===== config.mk =====
export PLATFORM = sky130hd
export DESIGN_NAME = commit_trace_buffer_flat
export DESIGN_NICKNAME = d
export VERILOG_FILES = /design/src/rtl/commit_trace_buffer_if.sv /design/src/rtl/commit_trace_buffer.sv /design/src/flat_wrapper.sv
export SDC_FILE = /design/constraint.sdc
export NUM_CORES = 2
export LEC_CHECK = 0
export BUFFER_PORTS_ARGS = -buffer_cell sky130_fd_sc_hd__buf_2
export CORE_ASPECT_RATIO = 1.25
export CORE_MARGIN = 5
export CORE_UTILIZATION = 56
export DETAILED_ROUTE_END_ITERATION = 8
export PLACE_DENSITY = 0.74
export SLEW_MARGIN = 10
export SYNTH_ARGS = -nofsm -noshare
export SYNTH_HDL_FRONTEND = slang
export SYNTH_SLANG_ARGS = --single-unit

===== constraint.sdc =====
create_clock -name clk_i -period 24.3 [get_ports clk_i]
set_input_delay 3.645 -clock clk_i [delete_from_list [all_inputs] [get_ports clk_i]]
set_output_delay 3.645 -clock clk_i [all_outputs]
set_load 0.02 [all_outputs]

===== src/rtl/commit_trace_buffer_if.sv =====
// +--------------------------------------------------------------------------+
// | commit_trace_buffer_if : commit capture and trace drain bundle            |
// | Optional: COMMIT_TRACE_CYCLE_STAMP_EN adds trace_cycle_o.  Rev 1.0        |
// +--------------------------------------------------------------------------+
`default_nettype none

interface commit_trace_buffer_if #(
  parameter int NUM_CH      = 2,
  parameter int DEPTH       = 16,
  parameter int ADDR_WIDTH  = 32,
  parameter int INSTR_WIDTH = 32,
  parameter int SEQ_WIDTH   = 16,
  parameter int DROP_WIDTH  = 8
);
  logic [NUM_CH-1:0]               commit_valid_i;
  logic [NUM_CH*ADDR_WIDTH-1:0]    commit_pc_i;
  logic [NUM_CH*INSTR_WIDTH-1:0]   commit_instr_i;
  logic                            flush_i;
  logic                            trace_valid_o;
  logic                            trace_ready_i;
  logic [ADDR_WIDTH-1:0]           trace_pc_o;
  logic [INSTR_WIDTH-1:0]          trace_instr_o;
  logic [SEQ_WIDTH-1:0]            trace_seq_o;
  logic [$clog2(DEPTH+1)-1:0]      count_o;
  logic                            overflow_o;
  logic [DROP_WIDTH-1:0]           drop_count_o;
`ifdef COMMIT_TRACE_CYCLE_STAMP_EN
  logic [31:0]                     trace_cycle_o;
`endif

  modport master (
`ifdef COMMIT_TRACE_CYCLE_STAMP_EN
    input  trace_cycle_o,
`endif
    output commit_valid_i, commit_pc_i, commit_instr_i, flush_i, trace_ready_i,
    input  trace_valid_o, trace_pc_o, trace_instr_o, trace_seq_o,
    input  count_o, overflow_o, drop_count_o
  );

  modport slave (
`ifdef COMMIT_TRACE_CYCLE_STAMP_EN
    output trace_cycle_o,
`endif
    input  commit_valid_i, commit_pc_i, commit_instr_i, flush_i, trace_ready_i,
    output trace_valid_o, trace_pc_o, trace_instr_o, trace_seq_o,
    output count_o, overflow_o, drop_count_o
  );
endinterface

`default_nettype wire


===== src/rtl/commit_trace_buffer.sv =====
// +--------------------------------------------------------------------------+
// | commit_trace_buffer : in-order retirement trace FIFO with seq numbering   |
// | Optional: COMMIT_TRACE_CYCLE_STAMP_EN stamps entries.  Rev 1.0            |
// +--------------------------------------------------------------------------+
`default_nettype none

module commit_trace_buffer #(
  parameter int NUM_CH      = 2,
  parameter int DEPTH       = 16,
  parameter int ADDR_WIDTH  = 32,
  parameter int INSTR_WIDTH = 32,
  parameter int SEQ_WIDTH   = 16,
  parameter int DROP_WIDTH  = 8
) (
  input  logic                 clk_i,
  input  logic                 rst_i,
  commit_trace_buffer_if.slave bus
);
  localparam int IW = (DEPTH > 1) ? $clog2(DEPTH) : 1;
  localparam int CW = $clog2(DEPTH + 1);

  logic [IW-1:0]          head, tail;
  logic [CW-1:0]          count;
  logic [SEQ_WIDTH-1:0]   seq_cnt;
  logic                   overflow;
  logic [DROP_WIDTH-1:0]  drop_cnt;

  logic [ADDR_WIDTH-1:0]  pc_mem    [DEPTH];
  logic [INSTR_WIDTH-1:0] instr_mem [DEPTH];
  logic [SEQ_WIDTH-1:0]   seq_mem   [DEPTH];

  logic                   not_empty, pop;
  logic [CW-1:0]          free, n_valid, n_push, n_drop;
  logic [CW-1:0]          rank    [NUM_CH];
  logic [NUM_CH-1:0]      wr_en;
  logic [IW-1:0]          wr_slot [NUM_CH];
  logic [DROP_WIDTH:0]    drop_sum;

  assign not_empty = (count != '0);
  assign pop       = not_empty && bus.trace_ready_i;
  assign free      = CW'(DEPTH) - count + CW'(pop);

  // Rank = number of lower-index valid channels; it selects both the
  // compacted tail slot and the sequence offset of each channel.
  always_comb begin
    n_valid = '0;
    for (int k = 0; k < NUM_CH; k++) begin
      rank[k]    = n_valid;
      wr_slot[k] = tail + rank[k][IW-1:0];
      wr_en[k]   = bus.commit_valid_i[k] && (rank[k] < free) && !bus.flush_i;
      if (bus.commit_valid_i[k]) n_valid = n_valid + CW'(1);
    end
  end

  assign n_push   = (n_valid < free) ? n_valid : free;
  assign n_drop   = n_valid - n_push;
  assign drop_sum = {1'b0, drop_cnt} + (DROP_WIDTH+1)'(n_drop);

  always_ff @(posedge clk_i) begin
    if (!rst_i) begin
      head     <= '0;
      tail     <= '0;
      count    <= '0;
      seq_cnt  <= '0;
      overflow <= 1'b0;
      drop_cnt <= '0;
    end else begin
      // Every valid commit burns a sequence number, even when flushed or dropped.
      seq_cnt <= seq_cnt + SEQ_WIDTH'(n_valid);
      if (bus.flush_i) begin
        head     <= '0;
        tail     <= '0;
        count    <= '0;
        overflow <= 1'b0;
        drop_cnt <= '0;
      end else begin
        head  <= head + IW'(pop);
        tail  <= tail + IW'(n_push);
        count <= count + n_push - CW'(pop);
        if (n_drop != '0) overflow <= 1'b1;
        drop_cnt <= drop_sum[DROP_WIDTH] ? {DROP_WIDTH{1'b1}} : drop_sum[DROP_WIDTH-1:0];
      end
    end
  end

  always_ff @(posedge clk_i) begin
    if (rst_i) begin
      for (int k = 0; k < NUM_CH; k++) begin
        if (wr_en[k]) begin
          pc_mem[wr_slot[k]]    <= bus.commit_pc_i[k*ADDR_WIDTH +: ADDR_WIDTH];
          instr_mem[wr_slot[k]] <= bus.commit_instr_i[k*INSTR_WIDTH +: INSTR_WIDTH];
          seq_mem[wr_slot[k]]   <= seq_cnt + SEQ_WIDTH'(rank[k]);
        end
      end
    end
  end

  assign bus.trace_valid_o = not_empty;
  assign bus.trace_pc_o    = not_empty ? pc_mem[head]    : '0;
  assign bus.trace_instr_o = not_empty ? instr_mem[head] : '0;
  assign bus.trace_seq_o   = not_empty ? seq_mem[head]   : '0;
  assign bus.count_o       = count;
  assign bus.overflow_o    = overflow;
  assign bus.drop_count_o  = drop_cnt;

`ifdef COMMIT_TRACE_CYCLE_STAMP_EN
  logic [31:0] cycle_cnt;
  logic [31:0] cycle_mem [DEPTH];

  always_ff @(posedge clk_i) begin
    if (!rst_i) cycle_cnt <= '0;
    else        cycle_cnt <= cycle_cnt + 32'd1;
  end

  always_ff @(posedge clk_i) begin
    if (rst_i) begin
      for (int k = 0; k < NUM_CH; k++) begin
        if (wr_en[k]) cycle_mem[wr_slot[k]] <= cycle_cnt;
      end
    end
  end

  assign bus.trace_cycle_o = not_empty ? cycle_mem[head] : '0;
`endif

endmodule

`default_nettype wire


===== src/flat_wrapper.sv =====
// flat-port wrapper written by rule: the top's interface ports become plain ports
module commit_trace_buffer_flat 
#(
  parameter int NUM_CH      = 2,
  parameter int DEPTH       = 16,
  parameter int ADDR_WIDTH  = 32,
  parameter int INSTR_WIDTH = 32,
  parameter int SEQ_WIDTH   = 16,
  parameter int DROP_WIDTH  = 8
)
  (clk_i, rst_i, bus_commit_valid_i, bus_commit_pc_i, bus_commit_instr_i, bus_flush_i, bus_trace_ready_i, bus_trace_valid_o, bus_trace_pc_o, bus_trace_instr_o, bus_trace_seq_o, bus_count_o, bus_overflow_o, bus_drop_count_o);
  commit_trace_buffer_if #(.NUM_CH(NUM_CH), .DEPTH(DEPTH), .ADDR_WIDTH(ADDR_WIDTH), .INSTR_WIDTH(INSTR_WIDTH), .SEQ_WIDTH(SEQ_WIDTH), .DROP_WIDTH(DROP_WIDTH)) bus_i ();
  input  logic clk_i;
  input  logic rst_i;
  input wire logic [$bits(bus_i.commit_valid_i)-1:0] bus_commit_valid_i;
  input wire logic [$bits(bus_i.commit_pc_i)-1:0] bus_commit_pc_i;
  input wire logic [$bits(bus_i.commit_instr_i)-1:0] bus_commit_instr_i;
  input wire logic [$bits(bus_i.flush_i)-1:0] bus_flush_i;
  input wire logic [$bits(bus_i.trace_ready_i)-1:0] bus_trace_ready_i;
  output wire logic [$bits(bus_i.trace_valid_o)-1:0] bus_trace_valid_o;
  output wire logic [$bits(bus_i.trace_pc_o)-1:0] bus_trace_pc_o;
  output wire logic [$bits(bus_i.trace_instr_o)-1:0] bus_trace_instr_o;
  output wire logic [$bits(bus_i.trace_seq_o)-1:0] bus_trace_seq_o;
  output wire logic [$bits(bus_i.count_o)-1:0] bus_count_o;
  output wire logic [$bits(bus_i.overflow_o)-1:0] bus_overflow_o;
  output wire logic [$bits(bus_i.drop_count_o)-1:0] bus_drop_count_o;
  assign bus_i.commit_valid_i = bus_commit_valid_i;
  assign bus_i.commit_pc_i = bus_commit_pc_i;
  assign bus_i.commit_instr_i = bus_commit_instr_i;
  assign bus_i.flush_i = bus_flush_i;
  assign bus_i.trace_ready_i = bus_trace_ready_i;
  assign bus_trace_valid_o = bus_i.trace_valid_o;
  assign bus_trace_pc_o = bus_i.trace_pc_o;
  assign bus_trace_instr_o = bus_i.trace_instr_o;
  assign bus_trace_seq_o = bus_i.trace_seq_o;
  assign bus_count_o = bus_i.count_o;
  assign bus_overflow_o = bus_i.overflow_o;
  assign bus_drop_count_o = bus_i.drop_count_o;
  commit_trace_buffer #(.NUM_CH(NUM_CH), .DEPTH(DEPTH), .ADDR_WIDTH(ADDR_WIDTH), .INSTR_WIDTH(INSTR_WIDTH), .SEQ_WIDTH(SEQ_WIDTH), .DROP_WIDTH(DROP_WIDTH)) u_core (.clk_i(clk_i), .rst_i(rst_i), .bus(bus_i));
endmodule

==> results.md <==
- Using the TritonRoute via totals, the vias-per-cell ratio works out to 6.68.
- CTS placed an instance of clkbuf_16 at the clock tree root.
- Buffers placed on the I/O ports in this run total 228.
- After clock tree synthesis, the repair step resized 0 gates.
- The via count of the first global-routing pass came to 39500.
- STA classifies the critical path startpoint as a flop.
- The kind of capture point of the worst setup path is a primary output.
- The reg-to-reg startpoint is u_core.bus.count_o[2].
- The final standard cell utilization of the core is 61.6%.
- The worst-case register-to-register setup slack is 18.07 ns.
- The startpoint of the most critical setup path is u_core.head[2].
- The number of warnings issued by yosys is 0.
- Routability-driven placement finished with a final weighted congestion of 0.799.
- The count of vias placed by the detailed router is 38800.
- The slowest stage cell on the critical path is dfxtp_4.
- The area of all sequential standard cells is 0.0392 sq mm.
- The row count is 143.
- The minimum clock period is 8.67 ns.
- Sorting the synthesized cells by area gives the leading types as edfxtp_1 56%, mux2_2 17%, mux4_2 13%.
- At the worst endpoint, the required time is 20.65 ns.
- The number of antenna violations at the first check in global routing is 33.
- The pin count of the biggest net entering global routing is 150.
- The first global-routing pass estimated 272000 um of wire.
- In the synthesized netlist the async set-or-reset flop fraction comes to 0%.
- For this configuration, the core starts out at a cell density of 56.2%.
- The final layout contains routed wiring with a total length of 187000 um.
- Setup repair after global routing left no endpoint under its margin.
- Counting along the longest clock path gives a buffer depth of 3.
- The worst-case vdd ir drop is 0.200 mV.
- The library cell with the largest summed area after synthesis is edfxtp_1.
- The number of enable flip-flop cells after synthesis is 1280.
- The number of unique standard cell types used by synthesis is 57.
- The clock buffer count from CTS is 135.
- The number of H-tree levels is 4.
- The worst register-to-register path ends at u_core.bus.drop_count_o[7].
- The total count of hold-check failures in the final report is 0.
- The area occupied by multi-input gates is 0.0272 sq mm.
- The sum of overflow across all layers after global routing is 0.
- The die height is 400 um.
- The number of stages on the worst setup path is 6.
- The first routing iteration left 4873 violations.
- The width of the die is 322 um.
- The final total negative setup slack is 0 ns.
- The layout net count is 4259.
- Across the routed clock network, the largest skew measured is 0.0202 ns.
- The number of cells on the worst reg-to-reg path is 20.
- The cts-stage hold buffer count is 0.
- The type of the tightest min-delay check is reg2reg.
- In the routed design, unresolved DRC markers number 0.
- For this design the ratio of total power to cell area is 76.2 mW/mm^2.
- Derived from the worst setup path, the maximum achievable clock frequency is 0.115 GHz.
- The critical-path maximum fanout is 61.
- Detailed placement finished with a half-perimeter wire length of 93200 um.
- TritonCTS built the clock tree.
- The core area is 0.121 sq mm.
- The analysis attributes to cell leakage a power of 24.2 nW.
- The signal on the critical path passes through buf_4 > buf_4 > mux4_2 > mux4_2 > and2_1 > buf_2.
- The most used flip-flop cell after synthesis is edfxtp_1.
- Setup violations remaining at the end of the flow were counted as 0.
- The number of inserted filler cells in the final layout is 8803.
- In this run the biggest area consumer among cell types represents 56.4% of the synthesized area.
- Max-cap violations in this run came to 0.
- The synthesis-to-finish area growth is 9.71%.
- The actual slew at the worst max-slew pin is 1.20 ns.
- The count of buffers added by post-CTS timing repair for setup is 0.
- The category of the most critical setup path is reg2out.
- Counting every sink on the clock net gives 1318.
- The count of buffering cells on the critical path with inverters included is 3.
- The gate family responsible for the most delay along the worst path is buffers and inverters.
- In this run the tightest slew margin relative to its limit is 20.0%.
- The later-pin clock latency in the skew report is 0.77 ns.
- After clock tree synthesis, the clock-pin slew on the worst setup and hold paths is 0.06 ns.
- The fraction of the yosys area taken by sequential cells is 57.5%.
- The layout cell share with drive strength beyond 1 is 47.8%.
- For this run, the slowest stage of the critical path takes 1.01 ns.
- The number of flip-flops and latches in the synthesized netlist is 1318.
- The die covers 0.129 sq mm.
- The cell count after synthesis is 4082.
- Data arrives at the worst endpoint at 5.02 ns.
- The number of detailed-routing iterations run before antenna repair is 6.
- The most critical setup path has its endpoint at bus_trace_pc_o[17].
- The run finished with clean final reports.
- The post-detailed-route count of antenna-violating nets is 0.
- The number of I/O pins is 229.
- The final-report max-slew violation count is 0.
- The overall global routing resource usage is 28.9%.
- The final clock period utilization by the worst path is 35.7%.
- The synthesized netlist occupies a cell area of 0.0681 sq mm.
- In the final routed layout, each cell accounts on average for 32.2 um.
- The average instance in the mapped netlist occupies 16.7 sq um.
[cell usage in the layout (no fill, tap or decap), drive strengths merged, types with 3 or more instances in the layout]
cell	instances
a211oi	4
xnor2	119
nand4	80
mux2	1088
conb	3
nor3	117
nand2	43
o21bai	10
xor2	99
bufinv	10
fa	5
nor2	27
and2	99
and3	3
a21oi	18
edfxtp	1280
o21ai	40
a21boi	3
clkbuf	182
nor4	11
buf	319
nand2b	7
or3	10
ha	31
clkinv	41
dfxtp	38
a21o	8
diode	21
mux4	400
inv	38
nand3	37
[routing by layer]
| layer | wire (um) | GRT usage, % | vias up |
|---|---|---|---|
| met4 | 5100 | 8.13 | 16 |
| met5 | 105 | 0 | - |
| li1 | - | - | 16200 |
| met1 | 71900 | 39.4 | 20300 |
| met2 | 92800 | 47.9 | 1917 |
| met3 | 17000 | 6.07 | 347 |
[flip-flops by register name (all words and copies together), names as in the netlist]
signal and count:
u_core.pc_mem 512, u_core.bus.overflow_o 1, u_core.instr_mem 512, u_core.seq_mem 256
u_core.tail 4, u_core.head 4, u_core.seq_cnt 16, u_core.bus.count_o 5
u_core.bus.drop_count_o 8
[kinds of logic (layout without fill, tap and decap cells)]
group | count (synthesis) | in the layout | synth area share (%)
muxes | 1490 | 1490 | 31.2
DFF | 1318 | 1318 | 57.5
buffers and inverters | 480 | 590 | 3.11
and+or+nand+nor | 445 | 445 | 3.76
xor gates and xnor gates | 218 | 218 | 2.80
AOI/OAI and AO/OA | 93 | 93 | 0.832
adders and majority gates | 36 | 36 | 0.716
other | 2 | 24 | 0.0110
[how the worst min path moves through the flow]
stage	slack (ns)	to	cells past startpoint	startpoint
global route	0.56	u_core.bus.overflow_o	2	u_core.bus.overflow_o
finish	0.51	u_core.bus.overflow_o	2	u_core.bus.overflow_o
global placement	0.48	u_core.bus.overflow_o	2	u_core.bus.overflow_o
floorplan	0.55	u_core.head[0]	2	u_core.head[0]
detailed placement	0.50	u_core.bus.overflow_o	2	u_core.bus.overflow_o
CTS	0.51	u_core.bus.overflow_o	2	u_core.bus.overflow_o
[power by group]
| group | total, mW | internal (mW) | leakage [nW] | switching [mW] |
|---|---|---|---|---|
| Sequential | 2.57 | 2.54 | 11.9 | 0.0283 |
| Clock | 2.06 | 1.19 | 2.10 | 0.877 |
| Combinational | 1.07 | 0.432 | 10.2 | 0.633 |
| Total | 5.70 | 4.16 | 24.2 | 1.54 |
[cells in the mapped netlist (9+ instances only)]
cell	n
a21oi_1	18
and2_1	99
buf_1	12
buf_2	147
buf_4	12
buf_6	12
clkbuf_1	267
dfxtp_1	38
edfxtp_1	1280
ha_1	31
inv_1	30
mux2_1	40
mux2_2	1048
mux4_2	400
nand2_1	42
nand3_1	32
nand4_1	78
nor2_1	27
nor3_1	107
nor3_2	9
o21ai_0	40
o21bai_1	10
or3_1	9
xnor2_1	119
xor2_1	99
[metrics by stage]
step	cell area, sq um	hold slack (ns)	setup slack (ns)	power [mW]	cells
after floorplan	68100	0.549	13.10	3.35	4083
after global placement	70400	0.481	15.97	3.67	5547
after detailed placement	70400	0.495	15.85	3.69	5547
after CTS	74700	0.509	15.64	5.73	5788
after global routing	74700	0.564	15.51	5.90	5795
final	74800	0.512	15.63	5.70	5809
[layout make-up]
cell class / count / share of cell area, %
diodes: 21 / 0.0703
clock buffers: 182 / 5.01
clock inverters: 59 / 0.758
inverters: 30 / 0.151
multi-input cells: 2285 / 36.4
flip-flops and latches: 1318 / 52.5
well taps: 1595 / 2.67
repair buffers: 319 / 2.49
[worst min-delay path, stage by stage (launching register included)]
cell and delay [ns]:
dfxtp_1 0.35, nor4_1 0.06, nor2_1 0.06
Note: power is estimated with default switching activity, not from simulation.
